[src/rtl/alu_seq_unit.sv]
// Registered ALU with a valid/ready request port and a held result port.
// Single-cycle logic/arithmetic ops plus iterative shift-left and shift-add multiply.
module alu_seq_unit #(
  parameter int WIDTH = 16,
  parameter int SHW   = $clog2(WIDTH)
) (
  input  logic             clk,
  input  logic             rst_n,
  input  logic             in_valid,
  output logic             in_ready,
  input  logic [2:0]       FS,
  input  logic [WIDTH-1:0] A,
  input  logic [WIDTH-1:0] B,
  output logic             out_valid,
  input  logic             out_ready,
  output logic [WIDTH-1:0] out,
  output logic             zero_flag,
  output logic             carry_flag,
  output logic             ovf_flag
);

  // Handshake: a request transfers on a rising edge where in_valid & in_ready;
  // a result transfers on a rising edge where out_valid & out_ready. Once
  // raised, out_valid and the result stay stable until out_ready is seen.

  localparam int CW = $clog2(WIDTH + 1);

  localparam logic [2:0] OP_ADD = 3'b000;
  localparam logic [2:0] OP_SUB = 3'b001;
  localparam logic [2:0] OP_AND = 3'b010;
  localparam logic [2:0] OP_OR  = 3'b011;
  localparam logic [2:0] OP_XOR = 3'b100;
  localparam logic [2:0] OP_NOT = 3'b101;
  localparam logic [2:0] OP_SHL = 3'b110;

  typedef enum logic [1:0] {IDLE, BUSY, DONE} state_t;

  state_t             state_q, state_d;
  logic [2:0]         op_q, op_d;
  logic [WIDTH-1:0]   sh_q, sh_d;
  logic [2*WIDTH-1:0] acc_q, acc_d;
  logic [2*WIDTH-1:0] mcand_q, mcand_d;
  logic [WIDTH-1:0]   mplier_q, mplier_d;
  logic [CW-1:0]      cnt_q, cnt_d;
  logic [WIDTH-1:0]   out_q, out_d;
  logic               zero_q, zero_d;
  logic               carry_q, carry_d;
  logic               ovf_q, ovf_d;

  logic [WIDTH-1:0]   bop;
  logic [WIDTH:0]     sum;
  logic [WIDTH-1:0]   fast_res;
  logic               fast_carry;
  logic               fast_ovf;
  logic [WIDTH-1:0]   sh_step;
  logic [2*WIDTH-1:0] acc_step;
  logic [SHW-1:0]     amt;

  // Single adder serves ADD and SUB: SUB adds ~B with carry-in 1, so a
  // missing carry-out is a borrow.
  always_comb begin
    bop        = (FS == OP_SUB) ? ~B : B;
    sum        = {1'b0, A} + {1'b0, bop} + {{WIDTH{1'b0}}, (FS == OP_SUB)};
    fast_res   = sum[WIDTH-1:0];
    fast_carry = 1'b0;
    fast_ovf   = 1'b0;
    case (FS)
      OP_ADD: begin
        fast_carry = sum[WIDTH];
        fast_ovf   = (A[WIDTH-1] == bop[WIDTH-1]) && (sum[WIDTH-1] != A[WIDTH-1]);
      end
      OP_SUB: begin
        fast_carry = ~sum[WIDTH];
        fast_ovf   = (A[WIDTH-1] == bop[WIDTH-1]) && (sum[WIDTH-1] != A[WIDTH-1]);
      end
      OP_AND:  fast_res = A & B;
      OP_OR:   fast_res = A | B;
      OP_XOR:  fast_res = A ^ B;
      OP_NOT:  fast_res = ~A;
      default: fast_res = A;
    endcase
  end

  always_comb begin
    state_d  = state_q;
    op_d     = op_q;
    sh_d     = sh_q;
    acc_d    = acc_q;
    mcand_d  = mcand_q;
    mplier_d = mplier_q;
    cnt_d    = cnt_q;
    out_d    = out_q;
    zero_d   = zero_q;
    carry_d  = carry_q;
    ovf_d    = ovf_q;
    amt      = B[SHW-1:0];
    sh_step  = sh_q << 1;
    acc_step = acc_q + (mplier_q[0] ? mcand_q : {2*WIDTH{1'b0}});
    case (state_q)
      IDLE: begin
        if (in_valid) begin
          op_d = FS;
          if (FS <= OP_NOT || (FS == OP_SHL && amt == '0)) begin
            out_d   = fast_res;
            zero_d  = (fast_res == '0);
            carry_d = fast_carry;
            ovf_d   = fast_ovf;
            state_d = DONE;
          end else if (FS == OP_SHL) begin
            sh_d    = A;
            cnt_d   = CW'(amt);
            state_d = BUSY;
          end else begin
            acc_d    = '0;
            mcand_d  = {{WIDTH{1'b0}}, A};
            mplier_d = B;
            cnt_d    = CW'(WIDTH);
            state_d  = BUSY;
          end
        end
      end
      BUSY: begin
        cnt_d = cnt_q - 1'b1;
        if (op_q == OP_SHL) begin
          sh_d = sh_step;
        end else begin
          acc_d    = acc_step;
          mcand_d  = mcand_q << 1;
          mplier_d = mplier_q >> 1;
        end
        // The step computed this cycle is the final one: register it as the result.
        if (cnt_q == CW'(1)) begin
          state_d = DONE;
          ovf_d   = 1'b0;
          if (op_q == OP_SHL) begin
            out_d   = sh_step;
            zero_d  = (sh_step == '0);
            carry_d = 1'b0;
          end else begin
            out_d   = acc_step[WIDTH-1:0];
            zero_d  = (acc_step[WIDTH-1:0] == '0);
            carry_d = |acc_step[2*WIDTH-1:WIDTH];
          end
        end
      end
      DONE: begin
        if (out_ready) state_d = IDLE;
      end
      default: state_d = IDLE;
    endcase
  end

  always_ff @(posedge clk) begin
    if (!rst_n) begin
      state_q  <= IDLE;
      op_q     <= '0;
      sh_q     <= '0;
      acc_q    <= '0;
      mcand_q  <= '0;
      mplier_q <= '0;
      cnt_q    <= '0;
      out_q    <= '0;
      zero_q   <= 1'b0;
      carry_q  <= 1'b0;
      ovf_q    <= 1'b0;
    end else begin
      state_q  <= state_d;
      op_q     <= op_d;
      sh_q     <= sh_d;
      acc_q    <= acc_d;
      mcand_q  <= mcand_d;
      mplier_q <= mplier_d;
      cnt_q    <= cnt_d;
      out_q    <= out_d;
      zero_q   <= zero_d;
      carry_q  <= carry_d;
      ovf_q    <= ovf_d;
    end
  end

  assign in_ready   = (state_q == IDLE);
  assign out_valid  = (state_q == DONE);
  assign out        = out_q;
  assign zero_flag  = zero_q;
  assign carry_flag = carry_q;
  assign ovf_flag   = ovf_q;

endmodule

[config.mk]
export PLATFORM = sky130hd
export DESIGN_NAME = alu_seq_unit
export DESIGN_NICKNAME = d
export VERILOG_FILES = /design/src/rtl/alu_seq_unit.sv
export SDC_FILE = /design/constraint.sdc
export NUM_CORES = 1
export LEC_CHECK = 0
export ABC_AREA = 1
export CAP_MARGIN = 20
export CORE_MARGIN = 3
export CORE_UTILIZATION = 45
export CTS_CLUSTER_SIZE = 12
export DETAILED_ROUTE_END_ITERATION = 7
export MAX_ROUTING_LAYER = met4
export PLACE_DENSITY = 0.71
export SLEW_MARGIN = 10
export SYNTH_ARGS = -nofsm -noshare
export SYNTH_HDL_FRONTEND = slang
export SYNTH_SLANG_ARGS = --single-unit
export TNS_END_PERCENT = 10
[constraint.sdc]
create_clock -name clk -period 3.5 [get_ports clk]
set_input_delay 0.7 -clock clk [delete_from_list [all_inputs] [get_ports clk]]
set_output_delay 0.7 -clock clk [all_outputs]
set_load 0.01 [all_outputs]
==> out/results.txt, run 1 <==
area share of and/or/nand/nor cells after synthesis -> 32.7%
Reg-to-Reg Start -> mplier_q[0]
Sw Ratio -> 31.2%
Req. time, crit path -> 3.85 ns
Initial Utilization -> 46.1%
Pwr Density -> 398 nW/um^2
Reg power frac -> 34.9%
post-CTS setup buffer count -> 0
max-cap violation count -> 0
EDFF count, synth -> 0
post-synthesis area per instance -> 6.08 sq um
Post-Synth XOR/XNOR Area -> 2.68%
Hold Startpoint -> mplier_q[1]
Buf+Inv Stages, Crit Path -> 3
Placed Instance Area -> 11100 sq um
#FFs+latches synth -> 124
Final #Nets -> 1839
synthesized area -> 10100 sq um
total CTS buffers -> 17
Post-CTS Resized -> 0
DRT iter0 DRCs -> 788
die area -> 24300 sq um
Die Ht -> 156 microns
# H-tree levels -> 4
Startpoint Class -> input port
Compound-Gate Fraction of Synth Area -> 18.1%
CTS Buffer Depth -> 2
GP Congestion -> 0.963
max incr delay on CP -> 0.53 ns
vias -> 10.9k
Clock Skews -> 0.00898 ns
Synth Instances -> 1664
kind of critical path -> in -> reg
wire per inst -> 15.5 microns
Hold Crit Class -> reg -> reg
Slew HR -> 26.8%
clock tree sinks -> 124
DRT antenna net count -> 0
Clk pin slew, worst setup/hold paths -> 0.06 ns
Fillers -> 2217
Async SR Flop Fraction -> 0%
initial antenna violation count -> 0
WHS -> 0.461 ns
core box area -> 22000 sq um
Worst Setup End Kind -> flip-flop
outcome -> finished, final reports clean
final setup vio count -> 0
largest family of logic cells by synthesized area -> simple AND/OR/NAND/NOR gates
layout cell share with drive strength beyond 1 -> 5.84%
worst setup path start -> FS[1]
Synth warnings -> 0
highest clock rate -> 0.320 GHz
final core occ -> 53.4%
Int Pwr -> 3.21 mW
Max FO, Critical Path -> 14
Worst-Margin Slew -> 1.09 ns
delay-heaviest family, CP -> compound AO/OA/AOI/OAI gates
number of global-route vias before repair -> 10.2k
first-pass iteration count of the detailed router -> 5
row count -> 54
Sw Pwr -> 1.45 mW
Final Cycle Share -> 89.4%
Final Hold Vio Count -> 0
Tmin final -> 3.13 ns
antenna diode count -> 0
crit-path cells -> clkdlybuf4s50_1 -> inv_4 -> nand3_2 -> buf_12 -> xor2_1 -> ha_1 -> a21oi_1 -> o21ai_0 -> a21oi_1 -> nand3_1 -> nand2_1 -> nor2_1 -> nor2_1 -> nand2_1 -> nor2_1 -> nand3_1 -> a21oi_1
grt ovf -> 0
gr usage total -> 26.2%
Static Leak -> 5.71 nW
multiplexer area fraction after synthesis -> 0%
CTS tree -> built
DP Wirelength -> 24.2 mm
prevailing post-synth register cell -> dfxtp_1
I/O pin count -> 60
Post-Route WL -> 31.2 mm
Clock Power Share -> 41.5%
hold_buf cts -> 0
Seq/Total Area, Yosys -> 24.5%
DRC -> 0
RSZ-0062 raised after global routing -> false
largest net degree at the start of global routing -> 70
Netlist cell types -> 44
CTS Root Cell -> clkbuf_16
number of I/O port buffers -> 59
Worst EP arrival -> 3.48 ns
fin area -> 11700 sq um
Die X -> 156 microns
power share of the combinational group -> 23.6%
Layout Area Growth over Synthesis -> 15.7%
Worst-Skew Late Latency -> 0.42 ns
first-pass GRT wire length -> 50.5 mm
Adder-Cell Fraction of Synth Area -> 10.7%
Vias/cell -> 5.41
Slew Viols, Final -> 0
Peak VDD IR -> 0.346 mV
syn nets -> 1788
slowest CP cell -> clkdlybuf4s50_1
-- routing by layer --
| layer | routed length [microns] | GRT usage [%] |
|---|---|---|
| met4 | 651 | 7.23 |
| met3 | 1610 | 2.86 |
| met5 | 0 | - |
| met2 | 14900 | 44.0 |
| met1 | 14000 | 33.4 |
-- worst paths after layout --
kind                      end  depth (start not counted)  slack (ns)
setup reg to reg   carry_flag                         16        0.54
hold / removal    mplier_q[1]                          2        0.46
setup / recovery    zero_flag                         17        0.37
hold reg to reg   mplier_q[1]                          2        0.46
-- cell usage in the layout, fill, tap and decap left out, types with 3 or more instances in the layout --
cell type        Yosys  final
a211oi_1             4      4
a21oi_1            134    134
a221oi_1             3      3
a31oi_1             53     53
buf_12               0      3
buf_4                3     30
bufinv_16            0      4
clkbuf_16            0     17
clkbuf_8             0      3
clkdlybuf4s50_1      0     58
clkinvlp_4           0      3
dfxtp_1            124    124
ha_1                83     83
inv_1              221    221
inv_2                7      7
nand2_1            508    508
nand2_2              3      3
nand3_1            101    101
nand3b_1             5      5
nand4_1             22     22
nor2_1             123    122
nor3_1              11     11
nor4_1               3      3
o21ai_0            116    116
o21ai_1              6      6
o21bai_1             7      7
o22ai_1              3      3
or2_2               12     12
xnor2_1              8      8
xor2_1              23     23
-- state kept, by name, summed over array words and instances, names as in the netlist --
name	count
sh_q	15
ovf_flag	1
mplier_q	16
acc_q	32
carry_flag	1
op_q	3
cnt_q	5
state_q	2
mcand_q	32
out	16
zero_flag	1
-- cell families (layout without fill, tap and decap cells) --
kind of cell	count (synthesis)	count (layout)
and+or+nand+nor	798	798
AOI/OAI and AO/OA	337	337
buffers and inverters	289	353
DFF	124	124
adders and majority gates	85	85
xor gates and xnor gates	31	31
-- power by group through the flow --
| stage | logic, mW | registers [mW] | clock network [mW] |
|---|---|---|---|
| 2_1_floorplan | 0.692 | 1.64 | 0 |
| 3_3_place_gp | 1.07 | 1.65 | 0 |
| 3_5_place_dp | 1.09 | 1.65 | 0 |
| 4_1_cts | 1.10 | 1.63 | 1.95 |
| 5_1_grt | 1.23 | 1.64 | 2.02 |
| 6_report | 1.10 | 1.63 | 1.94 |
-- worst reg2reg max path, cell delays in order, from the launching register on --
cell	delay, ns
dfxtp_1	0.43
buf_4	0.25
nand2_1	0.08
inv_1	0.07
ha_1	0.29
a21oi_1	0.31
inv_1	0.10
a21oi_1	0.14
nand2_1	0.10
a21oi_1	0.26
nand3_1	0.14
nand2_1	0.10
nand2_1	0.07
nor2_1	0.16
nand3_1	0.14
nand2_1	0.12
a21oi_1	0.08
-- layout make-up --
type	count	area, sq um	area share (%)
multi-input combinational	1251	6500	55.5
sequential	124	2480	21.2
timing repair buffer	92	871	7.43
inverter	229	862	7.36
clock buffer	20	467	3.98
tap	280	350	2.99
clock inverter	12	185	1.58
-- metrics by stage --
step                      instances  setup slack [ns]  total power, mW   TNS, ns
after global placement         1976            0.0361             2.73         0
after global routing           2008             0.140             4.89         0
final                          2008             0.372             4.67         0
after floorplan                1664             0.540             2.33         0
after detailed placement       1976          -0.00649             2.74  -0.00649
after CTS                      2008             0.412             4.67         0
-- cells in the mapped netlist (2+ instances only) --
master | instances | area (sq um)
nand2_1 | 508 | 1910
inv_1 | 221 | 830
a21oi_1 | 134 | 671
dfxtp_1 | 124 | 2480
nor2_1 | 123 | 462
o21ai_0 | 116 | 581
nand3_1 | 101 | 505
ha_1 | 83 | 1040
a31oi_1 | 53 | 332
clkbuf_1 | 31 | 116
xor2_1 | 23 | 201
buf_2 | 22 | 110
nand4_1 | 22 | 138
or2_2 | 12 | 75.1
nor3_1 | 11 | 55.1
xnor2_1 | 8 | 70.1
inv_2 | 7 | 26.3
o21bai_1 | 7 | 52.6
o21ai_1 | 6 | 30.0
nand3b_1 | 5 | 37.5
a211oi_1 | 4 | 30.0
a221oi_1 | 3 | 26.3
buf_4 | 3 | 22.5
buf_6 | 3 | 33.8
nand2_2 | 3 | 18.8
nor4_1 | 3 | 18.8
o22ai_1 | 3 | 18.8
a21boi_0 | 2 | 15.0
a21oi_2 | 2 | 17.5
a22oi_1 | 2 | 15.0
and2_1 | 2 | 12.5
fa_1 | 2 | 40.0
nand2_4 | 2 | 22.5
nand3_2 | 2 | 20.0
o21ai_2 | 2 | 17.5
Note: power is estimated with default switching activity, not from simulation.
==> run 2: changes to the inputs <==
--- a/config.mk
+++ b/config.mk
@@ -5,7 +5,6 @@
 export SDC_FILE = /design/constraint.sdc
 export NUM_CORES = 1
 export LEC_CHECK = 0
-export ABC_AREA = 1
 export CAP_MARGIN = 20
 export CORE_MARGIN = 3
 export CORE_UTILIZATION = 45
@@ -17,4 +16,4 @@
 export SYNTH_ARGS = -nofsm -noshare
 export SYNTH_HDL_FRONTEND = slang
 export SYNTH_SLANG_ARGS = --single-unit
-export TNS_END_PERCENT = 10
+export TNS_END_PERCENT = 50
==> out/results.txt, run 2 <==
Synth area leader -> dfxtp_1
Startpoint Class -> flip-flop
outcome -> finished with violations
Die Ht -> 149 microns
first-pass iteration count of the detailed router -> 5
Slew Viols, Final -> 0
Async SR Flop Fraction -> 0%
DP Wirelength -> 20.8 mm
max-cap violation count -> 0
fin area -> 12200 sq um
worst slack, placed -> -0.511 ns
clock tree sinks -> 124
DRT iter0 DRCs -> 667
I/O pin count -> 60
first-pass GRT wire length -> 47.0 mm
Netlist cell types -> 71
Pwr Density -> 349 nW/um^2
RSZ-0062 raised after global routing -> true
Worst EP arrival -> 3.97 ns
Hold Startpoint -> out[5]
CTS Buffer Depth -> 2
Peak VDD IR -> 0.286 mV
largest family of logic cells by synthesized area -> compound AO/OA/AOI/OAI gates
grt ovf -> 0
Slew HR -> 47.7%
cell with the most instances after synthesis -> nor2_1
Placed Instance Area -> 11300 sq um
R2R Setup Slk -> -0.16 ns
DRT antenna net count -> 0
Synth warnings -> 0
final setup vio count -> 1
Worst Setup End Kind -> flip-flop
Req. time, crit path -> 3.81 ns
gr usage total -> 26.8%
Sequential Area -> 2490 sq um
antenna diode count -> 0
Worst-Skew Late Latency -> 0.42 ns
syn nets -> 1349
Compound-Gate Fraction of Synth Area -> 25.2%
initial antenna violation count -> 0
#FFs+latches synth -> 124
DRC -> 0
Post-Synth XOR/XNOR Area -> 4.82%
top-area cell type share of the netlist area -> 26.8%
prevailing post-synth register cell -> dfxtp_1
commonest non-fill, non-tap cell in the layout -> buf_4
most frequent cells in the layout -> 179 x buf_4, 158 x nor2_1, 130 x nand2_1, 123 x dfxtp_1, 91 x a21oi_1
number of global-route vias before repair -> 9291
Vias/cell -> 5.73
Clock Skews -> 0.0128 ns
die area -> 22300 sq um
Synth Instances -> 1225
Adder-Cell Fraction of Synth Area -> 11.6%
CTS Root Cell -> clkbuf_16
synth top area cells -> dfxtp_1 27%, ha_1 11%, nor2_1 6.5%
Final Cycle Share -> 105%
setup_tns -> -0.165 ns
Max FO, Critical Path -> 6
slack of the critical path -> -0.165 ns
core box area -> 19800 sq um
Final #Nets -> 1534
EDFF count, synth -> 0
Post-Route WL -> 28.9 mm
synthesized area -> 9270 sq um
worst setup path start -> mplier_q[0]
hold_buf cts -> 0
failing checks -> negative setup slack
number of I/O port buffers -> 59
Die X -> 149 microns
post-synthesis area per instance -> 7.56 sq um
Hold Crit Class -> reg -> reg
largest net degree at the start of global routing -> 102
layout cell share with drive strength beyond 1 -> 19.9%
kind of critical path -> reg -> reg
vias -> 9661
area share of and/or/nand/nor cells after synthesis -> 22.5%
row count -> 51
Static Leak -> 5.21 nW
total CTS buffers -> 17
highest clock rate -> 0.273 GHz
Initial Utilization -> 46.7%
Worst-Margin Slew -> 0.784 ns
GP Congestion -> 0.923
multiplexer area fraction after synthesis -> 3.63%
Layout Area Growth over Synthesis -> 31.7%
multi-input gate area in the final layout -> 6550 sq um
Final Hold Vio Count -> 0
CTS tree -> built
Reg-to-Reg Start -> mplier_q[0]
wire per inst -> 17.1 microns
Clk pin slew, worst setup/hold paths -> 0.05 ns
Tmin final -> 3.66 ns
Seq/Total Area, Yosys -> 26.8%
# H-tree levels -> 4
Top Registers -> acc_q x32, mcand_q x32
Post-synth top cells -> 160 x nor2_1, 130 x nand2_1, 124 x dfxtp_1, 96 x a21oi_1, 83 x ha_1
Fillers -> 1780
[run 2: logic make-up (layout without fill, tap and decap cells)]
| family | after synthesis | count (layout) |
|---|---|---|
| AND/OR/NAND/NOR | 453 | 453 |
| AO/OA/AOI/OAI | 353 | 353 |
| buffers and inverters | 132 | 328 |
| flip-flops | 124 | 124 |
| adder cells (fa/ha/maj) | 85 | 85 |
| XOR/XNOR | 51 | 51 |
| multiplexers | 27 | 27 |
[run 2: per-stage QoR]
stage | total power, mW | hold WS (ns) | util [%] | instances
floorplan | 2.12 | 0.436 | - | 1225
global placement | 2.54 | 0.441 | 57.2 | 1649
detailed placement | 2.56 | 0.445 | 57.2 | 1649
CTS | 4.25 | 0.453 | 60.6 | 1680
global route | 4.45 | 0.462 | 61.5 | 1686
finish | 4.26 | 0.450 | 61.5 | 1686
[run 2: final cells by class]
| type | count | share of cell area, % |
|---|---|---|
| multi-input cells | 969 | 53.7 |
| flip-flops and latches | 124 | 20.4 |
| repair buffers | 247 | 17.2 |
| clock buffers | 22 | 3.72 |
| well taps | 265 | 2.72 |
| inverters | 51 | 1.58 |
| clock inverters | 8 | 0.779 |
[run 2: final timing paths]
path / endpoint / cells past startpoint
worst max register to register: carry_flag / 15
worst min register to register: out[5] / 2
worst max-delay path: carry_flag / 15
worst min-delay path: out[5] / 2
[run 2: power by group]
| part | internal (mW) | leakage, nW | switching, mW |
|---|---|---|---|
| Sequential | 1.48 | 1.01 | 0.0593 |
| Clock | 1.05 | 0.266 | 0.635 |
| Combinational | 0.483 | 3.93 | 0.549 |
| Total | 3.02 | 5.21 | 1.24 |
[run 2: worst max-delay path: stages (launching register included)]
cell and delay (ns):
dfxtp_4 0.37, and2_1 0.15, ha_2 0.19, fa_2 0.36, a211oi_2 0.18, o21bai_1 0.12
and3_1 0.21, or2_4 0.26, buf_4 0.15, a21o_2 0.19, xor2_1 0.15, nand4bb_1 0.22
or4b_4 0.54, nor4_4 0.25, buf_4 0.17, a21oi_1 0.05
[run 2: layer usage]
layer | vias up | track usage, % | routed length [microns]
li1 | 4776 | - | -
met1 | 4558 | 34.9 | 13100
met2 | 283 | 42.7 | 13600
met3 | 44 | 4.63 | 1610
met4 | 0 | 8.28 | 640
met5 | - | - | 0
[run 2: repair_timing]
item	CTS	global route
hold endpoints to repair	0	0
endpoints found under the setup margin	4	10
pin swaps	9	17
resized for setup	24	30
setup buffers	1	6
==> run 3: changes to the inputs <==
--- a/config.mk
+++ b/config.mk
@@ -5,6 +5,7 @@
 export SDC_FILE = /design/constraint.sdc
 export NUM_CORES = 1
 export LEC_CHECK = 0
+export ABC_AREA = 0
 export CAP_MARGIN = 20
 export CORE_MARGIN = 3
 export CORE_UTILIZATION = 45
@@ -12,6 +13,7 @@
 export DETAILED_ROUTE_END_ITERATION = 7
 export MAX_ROUTING_LAYER = met4
 export PLACE_DENSITY = 0.71
+export SKIP_LAST_GASP = 1
 export SLEW_MARGIN = 10
 export SYNTH_ARGS = -nofsm -noshare
 export SYNTH_HDL_FRONTEND = slang
==> out/results.txt, run 3 (synthesis results as in run 2) <==
outcome -> finished with violations
failing checks -> negative setup slack
hold endpoint -> out[5]
Initial Utilization -> 46.7%
Static Leak -> 5.21 nW
Post-Route WL -> 29.3 mm
total CTS buffers -> 17
CTS Root Cell -> clkbuf_16
DRT iter0 DRCs -> 709
Fillers -> 1759
Worst Reg2Reg Path Length in Cells -> 15
# H-tree levels -> 4
Clock Power Share -> 39.7%
Sw Pwr -> 1.25 mW
Slew HR -> 48.5%
Worst EP arrival -> 4.10 ns
Startpoint Class -> flip-flop
met1 Track Usage GR -> 34.8%
row count -> 51
Worst-Skew Late Latency -> 0.43 ns
Buf+Inv Stages, Crit Path -> 2
fin area -> 12300 sq um
number of I/O port buffers -> 59
RSZ-0062 raised after global routing -> true
Tmin final -> 3.79 ns
Peak VDD IR -> 0.288 mV
layout cell share with drive strength beyond 1 -> 20.6%
largest net degree at the start of global routing -> 102
Sw Ratio -> 29.3%
slowest CP cell -> or4b_4
first-pass GRT wire length -> 46.9 mm
Hold Path Depth -> 2
DRT antenna net count -> 0
wire per inst -> 17.3 microns
crit-path cells -> and2_4 -> ha_4 -> fa_2 -> a211oi_2 -> o21bai_1 -> and3_1 -> or2_4 -> buf_6 -> a21o_4 -> xor2_2 -> nand4bb_1 -> or4b_4 -> nor4_4 -> buf_4 -> a21oi_1
Slew Viols, Final -> 0
I/O pin count -> 60
GP Congestion -> 0.923
Final Hold Vio Count -> 0
Die Ht -> 149 microns
number of global-route vias before repair -> 9287
Worst-Margin Slew -> 0.773 ns
first-pass iteration count of the detailed router -> 5
Int Pwr -> 3.02 mW
Max FO, Critical Path -> 6
DP Wirelength -> 20.8 mm
Final Cycle Share -> 108%
Hold Crit Class -> reg -> reg
Reg power frac -> 36.1%
Layout Area Growth over Synthesis -> 32.8%
vias -> 9746
worst slack, placed -> -0.511 ns
die area -> 22300 sq um
met2 Track Usage GR -> 42.7%
Hold Startpoint -> out[5]
CTS Buffer Depth -> 2
GR peak layer -> met2
Reg-to-Reg Start -> mplier_q[0]
kind of critical path -> reg -> reg
most frequent cells in the layout -> 181 x buf_4, 158 x nor2_1, 130 x nand2_1, 123 x dfxtp_1, 90 x a21oi_1
Placed Instance Area -> 11300 sq um
antenna diode count -> 0
Die X -> 149 microns
PnR Total Power -> 4.26 mW
Req. time, crit path -> 3.81 ns
final setup vio count -> 1
CTS tree -> built
clock tree sinks -> 124
Worst Setup End Kind -> flip-flop
max incr delay on CP -> 0.57 ns
Clock Skews -> 0.0107 ns
Vias/cell -> 5.77
initial antenna violation count -> 0
gr usage total -> 26.7%
Final #Nets -> 1537
Non-Filler Instances -> 1689
R2R Path End -> carry_flag
Clk pin slew, worst setup/hold paths -> 0.06 ns
max-cap violation count -> 0
Pwr Density -> 346 nW/um^2
grt met3 use -> 4.63%
slack of the critical path -> -0.288 ns
DRC -> 0
Top Registers -> acc_q x32, mcand_q x32
power share of the combinational group -> 24.2%
commonest non-fill, non-tap cell in the layout -> buf_4
delay-heaviest family, CP -> simple AND/OR/NAND/NOR gates
grt ovf -> 0
R2R Setup Slk -> -0.29 ns
highest clock rate -> 0.264 GHz
Inst Count DP -> 1649
core box area -> 19800 sq um
[run 3: power groups by stage]
stage / Sequential, mW / Clock (mW) / Combinational [mW]
4_1_cts: 1.54 / 1.71 / 1.00
2_1_floorplan: 1.55 / 0 / 0.563
6_report: 1.54 / 1.69 / 1.03
5_1_grt: 1.55 / 1.77 / 1.14
3_3_place_gp: 1.57 / 0 / 0.971
3_5_place_dp: 1.57 / 0 / 0.989
[run 3: metal layers]
layer | routed length [microns] | share of wire, %
met4 | 696 | 2.4
met1 | 13000 | 44
met3 | 1840 | 6.3
met2 | 13800 | 47
met5 | 0 | 0
[run 3: worst min-delay path, delay by kind of cell, from the launching register on]
family             cells  cell delay, ns
AOI/OAI and AO/OA      1            0.05
and+or+nand+nor        1            0.05
DFF                    1            0.31
[run 3: layout make-up]
cell class              instances  area, sq um  area share, %
multi-input cells             969         6630           53.8
well taps                     265          332           2.69
flip-flops and latches        124         2490           20.2
clock buffers                  22          454           3.69
inverters                      51          193           1.57
clock inverters                 8         95.1          0.773
repair buffers                250         2120           17.3
[run 3: per-stage QoR]
stage	util [%]	hold WS [ns]	setup TNS [ns]
after floorplan	-	0.436	0
after global placement	57.2	0.441	-4.18
after detailed placement	57.2	0.445	-4.93
after CTS	60.5	0.453	-0.236
after global routing	62.0	0.462	-0.518
final	62.0	0.451	-0.288
[run 3: worst max path at each step]
stage / from / endpoint / slack [ns] / depth (start not counted)
final: mplier_q[0] / carry_flag / -0.29 / 15
after global routing: mplier_q[0] / carry_flag / -0.36 / 14
after CTS: mplier_q[0] / carry_flag / -0.18 / 15
after detailed placement: FS[1] / zero_flag / -0.51 / 16
after global placement: FS[2] / out[15] / -0.47 / 16
after floorplan: FS[0] / zero_flag / 0.01 / 14
[run 3: repair_timing]
item                                    in CTS  in global routing
hold buffers                                 0                  0
endpoints found under the hold margin        0                  0
gates resized for setup                     19                 46
endpoints found under the setup margin       4                 11
gates cloned                                 0                  0
pin swaps                                    8                 32
setup buffers                                1                  9
